==> src/rtl/ddr_test_pkg.sv <==
// Shared FSM state type, counter width and data pattern for the DDR burst self-test master.
package ddr_test_pkg;
  typedef enum logic [2:0] {
    S_IDLE,
    S_WR_BURST,
    S_WR_RESP,
    S_RD_BURST,
    S_RD_DATA,
    S_DONE
  } state_t;

  localparam int CNT_W     = 16;
  localparam int PAT_MAX_W = 512;

  // Lane j of beat b in burst n; lanes at or above data_w are left zero.
  function automatic logic [PAT_MAX_W-1:0] ddr_test_pattern(
    input logic [11:0] n,
    input logic [7:0]  b,
    input int          data_w,
    input logic [31:0] seed
  );
    logic [PAT_MAX_W-1:0] p;
    p = '0;
    for (int j = 0; j < PAT_MAX_W / 32; j++) begin
      if (j < data_w / 32) p[j*32 +: 32] = seed ^ {n, b, 4'(j), 8'h5A};
    end
    return p;
  endfunction
endpackage

==> src/rtl/ddr_test_pattern_gen.sv <==
// Combinational beat pattern for a given (burst, beat) position.
module ddr_test_pattern_gen
  import ddr_test_pkg::*;
#(
  parameter int          DATA_W = 128,
  parameter logic [31:0] SEED   = 32'hA5A5_0000
) (
  input  logic [11:0]       burst_idx,
  input  logic [7:0]        beat_idx,
  output logic [DATA_W-1:0] pattern
);
  always_comb pattern = DATA_W'(ddr_test_pattern(burst_idx, beat_idx, DATA_W, SEED));
endmodule

==> src/rtl/ddr_axi_burst_tester.sv <==
// DDR write/read-back burst traffic generator and checker on an AXI-style master port.
// Optional first-error capture ports are enabled by defining DDR_TEST_ERR_LOG_EN.
module ddr_axi_burst_tester
  import ddr_test_pkg::*;
#(
  parameter int                ADDR_W     = 32,
  parameter int                DATA_W     = 128,
  parameter logic [ADDR_W-1:0] BASE_ADDR  = 'h0000_F000,
  parameter int                BURST_LEN  = 4,
  parameter int                NUM_BURSTS = 8,
  parameter logic [31:0]       SEED       = 32'hA5A5_0000
) (
  input  logic                clk,
  input  logic                rstn,
  input  logic                start,
  input  logic                ddr_ready,
  output logic [ADDR_W-1:0]   awaddr,
  output logic [7:0]          awlen,
  output logic                awvalid,
  input  logic                awready,
  output logic [DATA_W-1:0]   wdata,
  output logic [DATA_W/8-1:0] wstrb,
  output logic                wlast,
  output logic                wvalid,
  input  logic                wready,
  input  logic                bvalid,
  output logic                bready,
  output logic [ADDR_W-1:0]   araddr,
  output logic [7:0]          arlen,
  output logic                arvalid,
  input  logic                arready,
  input  logic [DATA_W-1:0]   rdata,
  input  logic                rlast,
  input  logic                rvalid,
  output logic                rready,
  output logic                busy,
  output logic                done,
  output logic                pass,
  output logic [CNT_W-1:0]    err_cnt,
  output state_t              dbg_state
`ifdef DDR_TEST_ERR_LOG_EN
  ,
  output logic                err_valid,
  output logic [ADDR_W-1:0]   err_addr,
  output logic [DATA_W-1:0]   err_exp,
  output logic [DATA_W-1:0]   err_act
`endif
);
  // Handshake rule: a beat moves on a rising edge where valid and ready are both high;
  // every master valid and its payload are held unchanged while valid is high and ready is low.
  localparam logic [7:0]       LEN_M1      = 8'(BURST_LEN - 1);
  localparam logic [8:0]       LAST_BEAT   = 9'(BURST_LEN - 1);
  localparam logic [CNT_W-1:0] LAST_BURST  = CNT_W'(NUM_BURSTS - 1);
  localparam logic [ADDR_W-1:0] BEAT_BYTES = ADDR_W'(DATA_W / 8);
  localparam logic [ADDR_W-1:0] BURST_BYTES = ADDR_W'(BURST_LEN * (DATA_W / 8));

  state_t           state_q, state_d;
  logic [CNT_W-1:0] burst_q, burst_d, err_cnt_q, err_cnt_d;
  logic [8:0]       beat_q, beat_d;
  logic             aw_done_q, aw_done_d, w_done_q, w_done_d;
  logic             awvalid_q, awvalid_d, wvalid_q, wvalid_d, bready_q, bready_d;
  logic             arvalid_q, arvalid_d, rready_q, rready_d;
  logic             busy_q, busy_d, done_q, done_d, pass_q, pass_d;
  logic [ADDR_W-1:0] burst_addr;
  logic [DATA_W-1:0] wr_pattern, rd_expected;
  logic             aw_fire, w_fire, last_beat, beat_err;

  ddr_test_pattern_gen #(.DATA_W(DATA_W), .SEED(SEED)) u_wr_pat (
    .burst_idx(burst_q[11:0]), .beat_idx(beat_q[7:0]), .pattern(wr_pattern)
  );
  ddr_test_pattern_gen #(.DATA_W(DATA_W), .SEED(SEED)) u_rd_pat (
    .burst_idx(burst_q[11:0]), .beat_idx(beat_q[7:0]), .pattern(rd_expected)
  );

  assign burst_addr = BASE_ADDR + ADDR_W'(burst_q) * BURST_BYTES;
  assign aw_fire    = awvalid_q & awready;
  assign w_fire     = wvalid_q & wready;
  assign last_beat  = (beat_q == LAST_BEAT);
  assign beat_err   = (rdata != rd_expected) || (rlast != last_beat);

  always_comb begin
    state_d   = state_q;
    burst_d   = burst_q;
    beat_d    = beat_q;
    err_cnt_d = err_cnt_q;
    aw_done_d = aw_done_q;
    w_done_d  = w_done_q;
    awvalid_d = awvalid_q;
    wvalid_d  = wvalid_q;
    bready_d  = bready_q;
    arvalid_d = arvalid_q;
    rready_d  = rready_q;
    busy_d    = busy_q;
    done_d    = done_q;
    pass_d    = pass_q;
    case (state_q)
      S_IDLE: begin
        if (start && ddr_ready) begin
          state_d   = S_WR_BURST;
          burst_d   = '0;
          beat_d    = '0;
          err_cnt_d = '0;
          aw_done_d = 1'b0;
          w_done_d  = 1'b0;
          awvalid_d = 1'b1;
          wvalid_d  = 1'b1;
          busy_d    = 1'b1;
          done_d    = 1'b0;
          pass_d    = 1'b0;
        end
      end
      S_WR_BURST: begin
        if (aw_fire) begin
          awvalid_d = 1'b0;
          aw_done_d = 1'b1;
        end
        if (w_fire) begin
          if (last_beat) begin
            wvalid_d = 1'b0;
            w_done_d = 1'b1;
            beat_d   = '0;
          end else begin
            beat_d = beat_q + 9'd1;
          end
        end
        // AW and the last W beat may complete in either order or together.
        if ((aw_done_q || aw_fire) && (w_done_q || (w_fire && last_beat))) begin
          state_d   = S_WR_RESP;
          bready_d  = 1'b1;
          aw_done_d = 1'b0;
          w_done_d  = 1'b0;
        end
      end
      S_WR_RESP: begin
        if (bvalid) begin
          bready_d = 1'b0;
          if (burst_q == LAST_BURST) begin
            burst_d   = '0;
            arvalid_d = 1'b1;
            state_d   = S_RD_BURST;
          end else begin
            burst_d   = burst_q + 1'b1;
            awvalid_d = 1'b1;
            wvalid_d  = 1'b1;
            state_d   = S_WR_BURST;
          end
        end
      end
      S_RD_BURST: begin
        if (arready) begin
          arvalid_d = 1'b0;
          rready_d  = 1'b1;
          beat_d    = '0;
          state_d   = S_RD_DATA;
        end
      end
      S_RD_DATA: begin
        if (rvalid) begin
          if (beat_err && (err_cnt_q != '1)) err_cnt_d = err_cnt_q + 1'b1;
          if (rlast) begin
            rready_d = 1'b0;
            beat_d   = '0;
            if (burst_q == LAST_BURST) begin
              burst_d = '0;
              busy_d  = 1'b0;
              done_d  = 1'b1;
              pass_d  = (err_cnt_d == '0);
              state_d = S_DONE;
            end else begin
              burst_d   = burst_q + 1'b1;
              arvalid_d = 1'b1;
              state_d   = S_RD_BURST;
            end
          end else begin
            beat_d = beat_q + 9'd1;
          end
        end
      end
      S_DONE:  state_d = S_IDLE;
      default: state_d = S_IDLE;
    endcase
  end

`ifdef DDR_TEST_ERR_LOG_EN
  logic              err_valid_q, err_valid_d;
  logic [ADDR_W-1:0] err_addr_q, err_addr_d;
  logic [DATA_W-1:0] err_exp_q, err_exp_d, err_act_q, err_act_d;

  always_comb begin
    err_valid_d = err_valid_q;
    err_addr_d  = err_addr_q;
    err_exp_d   = err_exp_q;
    err_act_d   = err_act_q;
    if (state_q == S_IDLE && start && ddr_ready) begin
      err_valid_d = 1'b0;
      err_addr_d  = '0;
      err_exp_d   = '0;
      err_act_d   = '0;
    end else if (state_q == S_RD_DATA && rvalid && beat_err && !err_valid_q) begin
      err_valid_d = 1'b1;
      err_addr_d  = burst_addr + ADDR_W'(beat_q) * BEAT_BYTES;
      err_exp_d   = rd_expected;
      err_act_d   = rdata;
    end
  end

  assign err_valid = err_valid_q;
  assign err_addr  = err_addr_q;
  assign err_exp   = err_exp_q;
  assign err_act   = err_act_q;
`endif

  always_ff @(posedge clk or negedge rstn) begin
    if (!rstn) begin
      state_q   <= S_IDLE;
      burst_q   <= '0;
      beat_q    <= '0;
      err_cnt_q <= '0;
      aw_done_q <= 1'b0;
      w_done_q  <= 1'b0;
      awvalid_q <= 1'b0;
      wvalid_q  <= 1'b0;
      bready_q  <= 1'b0;
      arvalid_q <= 1'b0;
      rready_q  <= 1'b0;
      busy_q    <= 1'b0;
      done_q    <= 1'b0;
      pass_q    <= 1'b0;
`ifdef DDR_TEST_ERR_LOG_EN
      err_valid_q <= 1'b0;
      err_addr_q  <= '0;
      err_exp_q   <= '0;
      err_act_q   <= '0;
`endif
    end else begin
      state_q   <= state_d;
      burst_q   <= burst_d;
      beat_q    <= beat_d;
      err_cnt_q <= err_cnt_d;
      aw_done_q <= aw_done_d;
      w_done_q  <= w_done_d;
      awvalid_q <= awvalid_d;
      wvalid_q  <= wvalid_d;
      bready_q  <= bready_d;
      arvalid_q <= arvalid_d;
      rready_q  <= rready_d;
      busy_q    <= busy_d;
      done_q    <= done_d;
      pass_q    <= pass_d;
`ifdef DDR_TEST_ERR_LOG_EN
      err_valid_q <= err_valid_d;
      err_addr_q  <= err_addr_d;
      err_exp_q   <= err_exp_d;
      err_act_q   <= err_act_d;
`endif
    end
  end

  assign awaddr    = burst_addr;
  assign awlen     = LEN_M1;
  assign awvalid   = awvalid_q;
  assign wdata     = wr_pattern;
  assign wstrb     = '1;
  assign wlast     = wvalid_q & last_beat;
  assign wvalid    = wvalid_q;
  assign bready    = bready_q;
  assign araddr    = burst_addr;
  assign arlen     = LEN_M1;
  assign arvalid   = arvalid_q;
  assign rready    = rready_q;
  assign busy      = busy_q;
  assign done      = done_q;
  assign pass      = pass_q;
  assign err_cnt   = err_cnt_q;
  assign dbg_state = state_q;
endmodule

==> config.mk <==
export PLATFORM = sky130hd
export DESIGN_NAME = ddr_axi_burst_tester
export DESIGN_NICKNAME = d
export VERILOG_FILES = /design/src/rtl/ddr_test_pkg.sv /design/src/rtl/ddr_test_pattern_gen.sv /design/src/rtl/ddr_axi_burst_tester.sv
export SDC_FILE = /design/constraint.sdc
export NUM_CORES = 1
export LEC_CHECK = 0
export ABC_CLOCK_PERIOD_IN_PS = 7000
export CAP_MARGIN = 20
export CORE_AREA = 2 2 151 153
export DETAILED_ROUTE_END_ITERATION = 7
export DIE_AREA = 0 0 153 155
export GPL_TIMING_DRIVEN = 0
export PLACE_DENSITY = 0.74
export SLEW_MARGIN = 15
export SYNTH_ARGS = -nofsm -noshare
export SYNTH_HDL_FRONTEND = slang
export SYNTH_SLANG_ARGS = --single-unit
export TNS_END_PERCENT = 30
==> constraint.sdc <==
create_clock -name clk -period 7 [get_ports clk]
set_input_delay 1.4 -clock clk [delete_from_list [all_inputs] [get_ports clk]]
set_output_delay 1.4 -clock clk [all_outputs]
set_load 0.01 [all_outputs]
==> summary.md, run 1 <==
| Metric | Value |
|---|---|
| Crit share post-route | `0.628` |
| Slew Limit Fails | `0` |
| TritonCTS buffer count | `5` |
| Detail Placement HPWL | `between 20000 and 25000 microns` |
| Post-route DRC | `0` |
| I/O pins | `390` |
| Top_reg_cell synth | `dfrtp_1` |
| Most frequent cells in the layout | `278 x clkdlybuf4s50_1, 209 x buf_4, 110 x conb_1` |
| Post-layout minimum cycle time | `approximately 4.4 ns` |
| Core Footprint | `22200 sq um` |
| Port-buffer cells | `approximately 280` |
| Clock latency on the worst-skew pair | `between 0.3 and 0.4 ns` |
| Clock Skew | `between 0.007 and 0.008 ns` |
| CP required | `between 5 and 6 ns` |
| Hold-fix buffers, CTS | `0` |
| First-pass GRT wire length | `37400 microns` |
| Peak VDD IR | `~0.000096 V` |
| Yosys warns | `0` |
| Most frequent CP cell | `nand2_1` |
| CP Cell Sequence | `buf_1 -> inv_1 -> ha_1 -> nand2_1 -> and2_1 -> nand2_1 -> xnor2_1 -> buf_4 -> clkdlybuf4s50_1` |
| Crit path kind | `reg -> out` |
| Area grow syn2layout | `58.0%` |
| Yosys reg bits | `54` |
| Post-synth top area cell | `buf_4` |
| CTS sink cnt | `54` |
| Total power per unit cell area | `roughly 150 nW/um^2` |
| Post-CTS setup buffers | `0` |
| Status | `complete, no violations` |
| Gate Count Post-Synth | `between 800 and 900` |
| Synth area leaders | `buf_4 24%, dfrtp_1 21%, xnor2_1 4.6%` |
| Worst-Margin Slew | `about 0.84 ns` |
| Die ar. | `23700 sq um` |
| Seq/Total Area, Yosys | `0.210` |
| Final non-filler cell area | `10200 sq um` |
| Pre-antenna DRT Iters | `5` |
| Power, Total | `between 1.5 and 2 mW` |
| F_max | `~230 MHz` |
| Worst-path fanout max | `10` |
| Via count | `~7100` |
| Synth Cell Area | `6420 sq um` |
| Post-CTS Resized | `0` |
| Worst Hold Class | `reg -> reg` |
| MaxCap Viol Count | `0` |
| Die H | `between 150 and 200 microns` |
| Drt wl/cell | `16.6 microns` |
| Final setup vio count | `0` |
| CTS tree | `built` |
| Vias in the first global route | `roughly 6700` |
| Ys async rst share | `1.00` |
| # H-tree levels | `2` |
| Final core utilization | `0.457` |
| Most common cell after layout, fill and taps aside | `clkdlybuf4s50_1` |
| Lkg Pwr | `around 4.4 nW` |
| Unrepaired setup endpoints after global routing | `false` |
| Detailed Route WL | `around 25000 microns` |
| Final hold vios | `0` |
| Crit-path slowest cell | `dfrtp_1` |
| DRT iter0 DRCs | `428` |
| Worst-path clk slew | `0.08 ns` |
| GP Congestion | `0.902` |
| Critical path's largest stage delay | `around 0.56 ns` |
| Max_slew headroom | `0.440` |
| Detail Route Antenna Nets | `0` |
| Initial antenna violation count | `3` |
| Num rows | `55` |
| Dpl cell area | `9980 sq um` |
| Syn_area_per_cell | `approximately 7.8 sq um` |
| Setup_tns | `0 ns` |
| Largest net degree at the start of global routing | `55` |
| WP data arrival | `about 3.0 ns` |
| Final Net Count | `1364` |
| Layout cells sized above 1 | `0.201` |
| Startpoint Class | `flip-flop` |
| Die W | `around 150 microns` |
| Yosys cell types | `roughly 70` |
| Top cell type's share of synthesized area | `0.243` |
| Critical Path Sink Type | `primary output` |
| Starting Density | `0.289` |
| Total grt overflow | `0` |
| EDFF count, synth | `0` |
| Clock tree buffer depth | `2` |
| GRT Util Overall | `0.201` |
| Reg2Reg Setup Slack | `about 3.4 ns` |
| Root Buffer | `clkbuf_16` |
| Vias per inst | `about 4.7` |
## final cells by class
class	count	area, sq um
Multi-Input combinational cell	621	3710
Timing Repair Buffer	280	2800
Antenna cell	3	7.51
Clock inverter	1	8.76
Buffer	242	1710
Fill cell	2244	12100
Inverter	16	60.1
Sequential cell	54	1350
Clock buffer	7	153
Tap cell	285	357
## worst paths after layout
kind,startpoint,end,cells past startpoint
setup reg to reg,burst_q[7],burst_q[2],11
max in group asynchronous,rstn,burst_q[7],1
hold reg to reg,done,done,2
hold / removal,done,done,2
min in group asynchronous,rstn,err_cnt[5],1
setup / recovery,burst_q[7],awaddr[18],9
## sequential cells by signal (all words and copies together) (netlist names), 3 cells and up
| signal | count |
|---|---|
| beat_q | 9 |
| burst_q | 16 |
| dbg_state | 3 |
| err_cnt | 16 |
## where the power goes
part           switching (mW)  internal [mW]  leakage [nW]
clock                   0.124          0.153        0.0801
sequential             0.0563          0.348         0.722
combinational           0.444          0.424          3.63
## cells in the mapped netlist (15+ instances only)
master	instances
inv_1	15
and3_1	32
o21ai_0	53
a21oi_1	23
nand2_1	61
buf_4	208
nor2_1	35
clkbuf_1	19
nand4_1	21
xnor2_1	34
nand3_1	19
nor3_1	20
dfrtp_1	54
o22ai_1	17
## cell families after synthesis
family / share of synthesized area
compound gates: 0.170
xor+xnor: 0.0654
fa+ha+maj: 0.0117
buf+inv: 0.276
flops: 0.210
mux: 0.00643
other cells: 0.00117
simple gates: 0.259
## worst max-delay path: cells and delay by family, from the launching register on
kind	cells	cell delay, ns
and+or+nand+nor	3	0.37
xor gates and xnor gates	1	0.25
buffers and inverters	4	1.26
adders and majority gates	1	0.25
DFF	1	0.56
## routing by layer
metal	global-route usage	share of wire
met1	0.262	0.42
met2	0.338	0.48
met3	0.0390	0.069
met4	0.0631	0.027
met5	0	0
## per-stage QoR
| step | setup slack [ns] | std cells | hold WS [ns] |
|---|---|---|---|
| 6_report | 2.60 | 1509 | 0.487 |
| 5_1_grt | 2.26 | 1509 | 0.510 |
| 4_1_cts | 2.54 | 1506 | 0.494 |
| 3_5_place_dp | 2.68 | 1498 | 0.475 |
| 3_3_place_gp | 2.43 | 1497 | 0.470 |
| 2_1_floorplan | 3.65 | 933 | 0.463 |
No activity file was read; power rests on OpenSTA's default activity.
==> run 2: changes to the inputs <==
--- a/config.mk
+++ b/config.mk
@@ -5,11 +5,11 @@
 export SDC_FILE = /design/constraint.sdc
 export NUM_CORES = 1
 export LEC_CHECK = 0
-export ABC_CLOCK_PERIOD_IN_PS = 7000
+export ABC_CLOCK_PERIOD_IN_PS = 4400
 export CAP_MARGIN = 20
-export CORE_AREA = 2 2 151 153
+export CORE_AREA = 2 2 152 154
 export DETAILED_ROUTE_END_ITERATION = 7
-export DIE_AREA = 0 0 153 155
+export DIE_AREA = 0 0 154 156
 export GPL_TIMING_DRIVEN = 0
 export PLACE_DENSITY = 0.74
 export SLEW_MARGIN = 15
==> constraint.sdc (replaced) <==
create_clock -name clk -period 4.4 [get_ports clk]
set_input_delay 0.88 -clock clk [delete_from_list [all_inputs] [get_ports clk]]
set_output_delay 0.88 -clock clk [all_outputs]
set_load 0.01 [all_outputs]
==> summary.md, run 2 (synthesized netlist as in run 1, its figures left out) <==
| Metric | Value |
|---|---|
| Status | `complete, no violations` |
| Die ar. | `24000 sq um (+1.3%)` |
| # H-tree levels | `2 (unchanged)` |
| Critical path's largest stage delay | `0.58 ns (+0.02 ns)` |
| Crit-path slowest cell | `dfrtp_1` |
| Starting Density | `0.287 (-0.00178)` |
| Startpoint Class | `flip-flop` |
| Placed cells | `1498 (unchanged)` |
| GRT Util Overall | `0.199 (-0.00234)` |
| Worst-path clk slew | `0.08 ns (about the same)` |
| Peak VDD IR | `0.000168 V (+76%)` |
| Worst Hold Class | `reg -> reg` |
| Drt wl/cell | `16.7 microns (+0.61%)` |
| Port-buffer cells | `279 (unchanged)` |
| Final setup vio count | `0 (unchanged)` |
| Final Net Count | `1365 (+0.073%)` |
| Initial antenna violation count | `7 (+4)` |
| Clock latency on the worst-skew pair | `0.31 ns (about the same)` |
| Slew Limit Fails | `0 (unchanged)` |
| MaxCap Viol Count | `0 (unchanged)` |
| First-pass GRT wire length | `37300 microns (-0.33%)` |
| WP data arrival | `3.08 ns (+0.08 ns)` |
| Multi-input logic area | `3710 sq um (about the same)` |
| Largest net degree at the start of global routing | `55 (unchanged)` |
| Critical path launch point | `burst_q[7]` |
| Total grt overflow | `0 (unchanged)` |
| Crit share post-route | `0.900` |
| Vias per inst | `4.72 (+0.92%)` |
| DRT iter0 DRCs | `449 (+4.9%)` |
| Root Buffer | `clkbuf_16` |
| Total power per unit cell area | `246 nW/um^2 (+61%)` |
| Core Footprint | `22400 sq um (+0.62%)` |
| Detailed Route WL | `25300 microns (+0.81%)` |
| Clock Skew | `0.00860 ns (+0.000653 ns)` |
| Number of fill cells | `2230 (-0.62%)` |
| Num rows | `55 (unchanged)` |
| CP bufs+invs | `4 (unchanged)` |
| Detail Placement HPWL | `21000 microns (+0.50%)` |
| Most frequent CP cell | `nand2_1` |
| Max_slew headroom | `0.479 (+0.0382)` |
| Delay-heaviest family, CP | `buffers and inverters` |
| Layout cells sized above 1 | `0.200 (about the same)` |
| RR Startpoint | `burst_q[7]` |
| HP Start | `done` |
| Pre-antenna DRT Iters | `7 (+2)` |
| Worst-path fanout max | `10 (unchanged)` |
| Detail Route Antenna Nets | `0 (unchanged)` |
| Final hold vios | `0 (unchanged)` |
| Worst-Margin Slew | `0.775 ns (-0.0624 ns)` |
| CP Cell Sequence | `buf_1 -> inv_1 -> ha_1 -> nand2_1 -> and2_1 -> nand2_1 -> xnor2_1 -> buf_4 -> clkdlybuf4s50_1` |
| Via count | `7131 (+1.1%)` |
| Clock tree buffer depth | `2 (unchanged)` |
| CTS tree | `built` |
| Setup_tns | `0 ns (unchanged)` |
| F_max | `approximately 250 MHz` |
| Die W | `154 microns (+0.65%)` |
| TritonCTS buffer count | `5 (unchanged)` |
| Most frequent cells in the layout | `278 x clkdlybuf4s50_1, 209 x buf_4, 110 x conb_1` |
| CP required | `3.52 ns (-2.08 ns)` |
| Final core utilization | `0.455 (-0.00192)` |
| Post-layout minimum cycle time | `3.96 ns` |
| Reg area | `1350 sq um (unchanged)` |
| Post-route DRC | `0 (unchanged)` |
| Critical Path Sink Type | `primary output` |
| Most common cell after layout, fill and taps aside | `clkdlybuf4s50_1` |
| Crit path kind | `reg -> out` |
| Post-CTS setup buffers | `0 (unchanged)` |
| I/O pins | `390 (unchanged)` |
| Post-CTS Resized | `0 (unchanged)` |
| Lkg Pwr | `4.44 nW (about the same)` |
| Die H | `156 microns (+0.65%)` |
| Hold-fix buffers, CTS | `0 (unchanged)` |
| GP Congestion | `0.906 (+0.42%)` |
| Area grow syn2layout | `58.4%` |
| Unrepaired setup endpoints after global routing | `false` |
| CTS sink cnt | `54 (unchanged)` |
| Final Non-Filler Cells | `1512 (+0.20%)` |
| Vias in the first global route | `6679 (+0.015%)` |
==> run 2: cell types whose count changed in the layout (fill, tap and decap cells not counted), sizes merged <==
cell and delta:
bufinv +1, clkbuf -1, clkinv -1, clkinvlp +1
diode +2, inv +1
==> run 2: worst paths after layout <==
check,end,slack (ns),depth (start not counted)
min in group asynchronous,err_cnt[8],0.62,1
max in group asynchronous,burst_q[4],3.28,1
setup / recovery,awaddr[20],0.44,9
hold / removal,done,0.50,2
setup reg to reg,burst_q[2],0.74,11
hold reg to reg,done,0.50,2
==> run 2: report_power, final <==
group	total, mW	switching [mW]	internal, mW
clock	0.483	0.210	0.273
combinational	1.37	0.695	0.675
sequential	0.644	0.0897	0.554
==> run 2: through the flow <==
| stage | total power, mW | setup slack [ns] | instance area, sq um | hold slack (ns) |
|---|---|---|---|---|
| after global placement | 2.00 | 0.340 | 9980 | 0.482 |
| after floorplan | 1.41 | 1.57 | 6830 | 0.463 |
| after CTS | 2.50 | 0.388 | 10200 | 0.508 |
| final | 2.50 | 0.440 | 10200 | 0.496 |
| after global routing | 2.66 | 0.218 | 10200 | 0.530 |
| after detailed placement | 2.01 | 0.480 | 9980 | 0.485 |
==> run 2: cell type report <==
cell class                      instances  share of cell area
Clock buffer                            5              0.0123
Inverter                               16             0.00590
Multi-Input combinational cell        621               0.364
Antenna cell                            5             0.00123
Buffer                                242               0.168
Timing Repair Buffer                  281               0.275
Clock inverter                          3             0.00480
Tap cell                              285              0.0351
Sequential cell                        54               0.133
==> run 2: tightest hold or removal path: stages (launching register included) <==
cell	delay (ns)
dfrtp_1	0.36
nand2_1	0.05
nand2_1	0.05
==> run 2: layer usage <==
layer / wire [microns] / global-route usage
met3: 1880 / 0.0428
met1: 10300 / 0.245
met5: 16 / 0
met4: 524 / 0.0561
met2: 12500 / 0.351
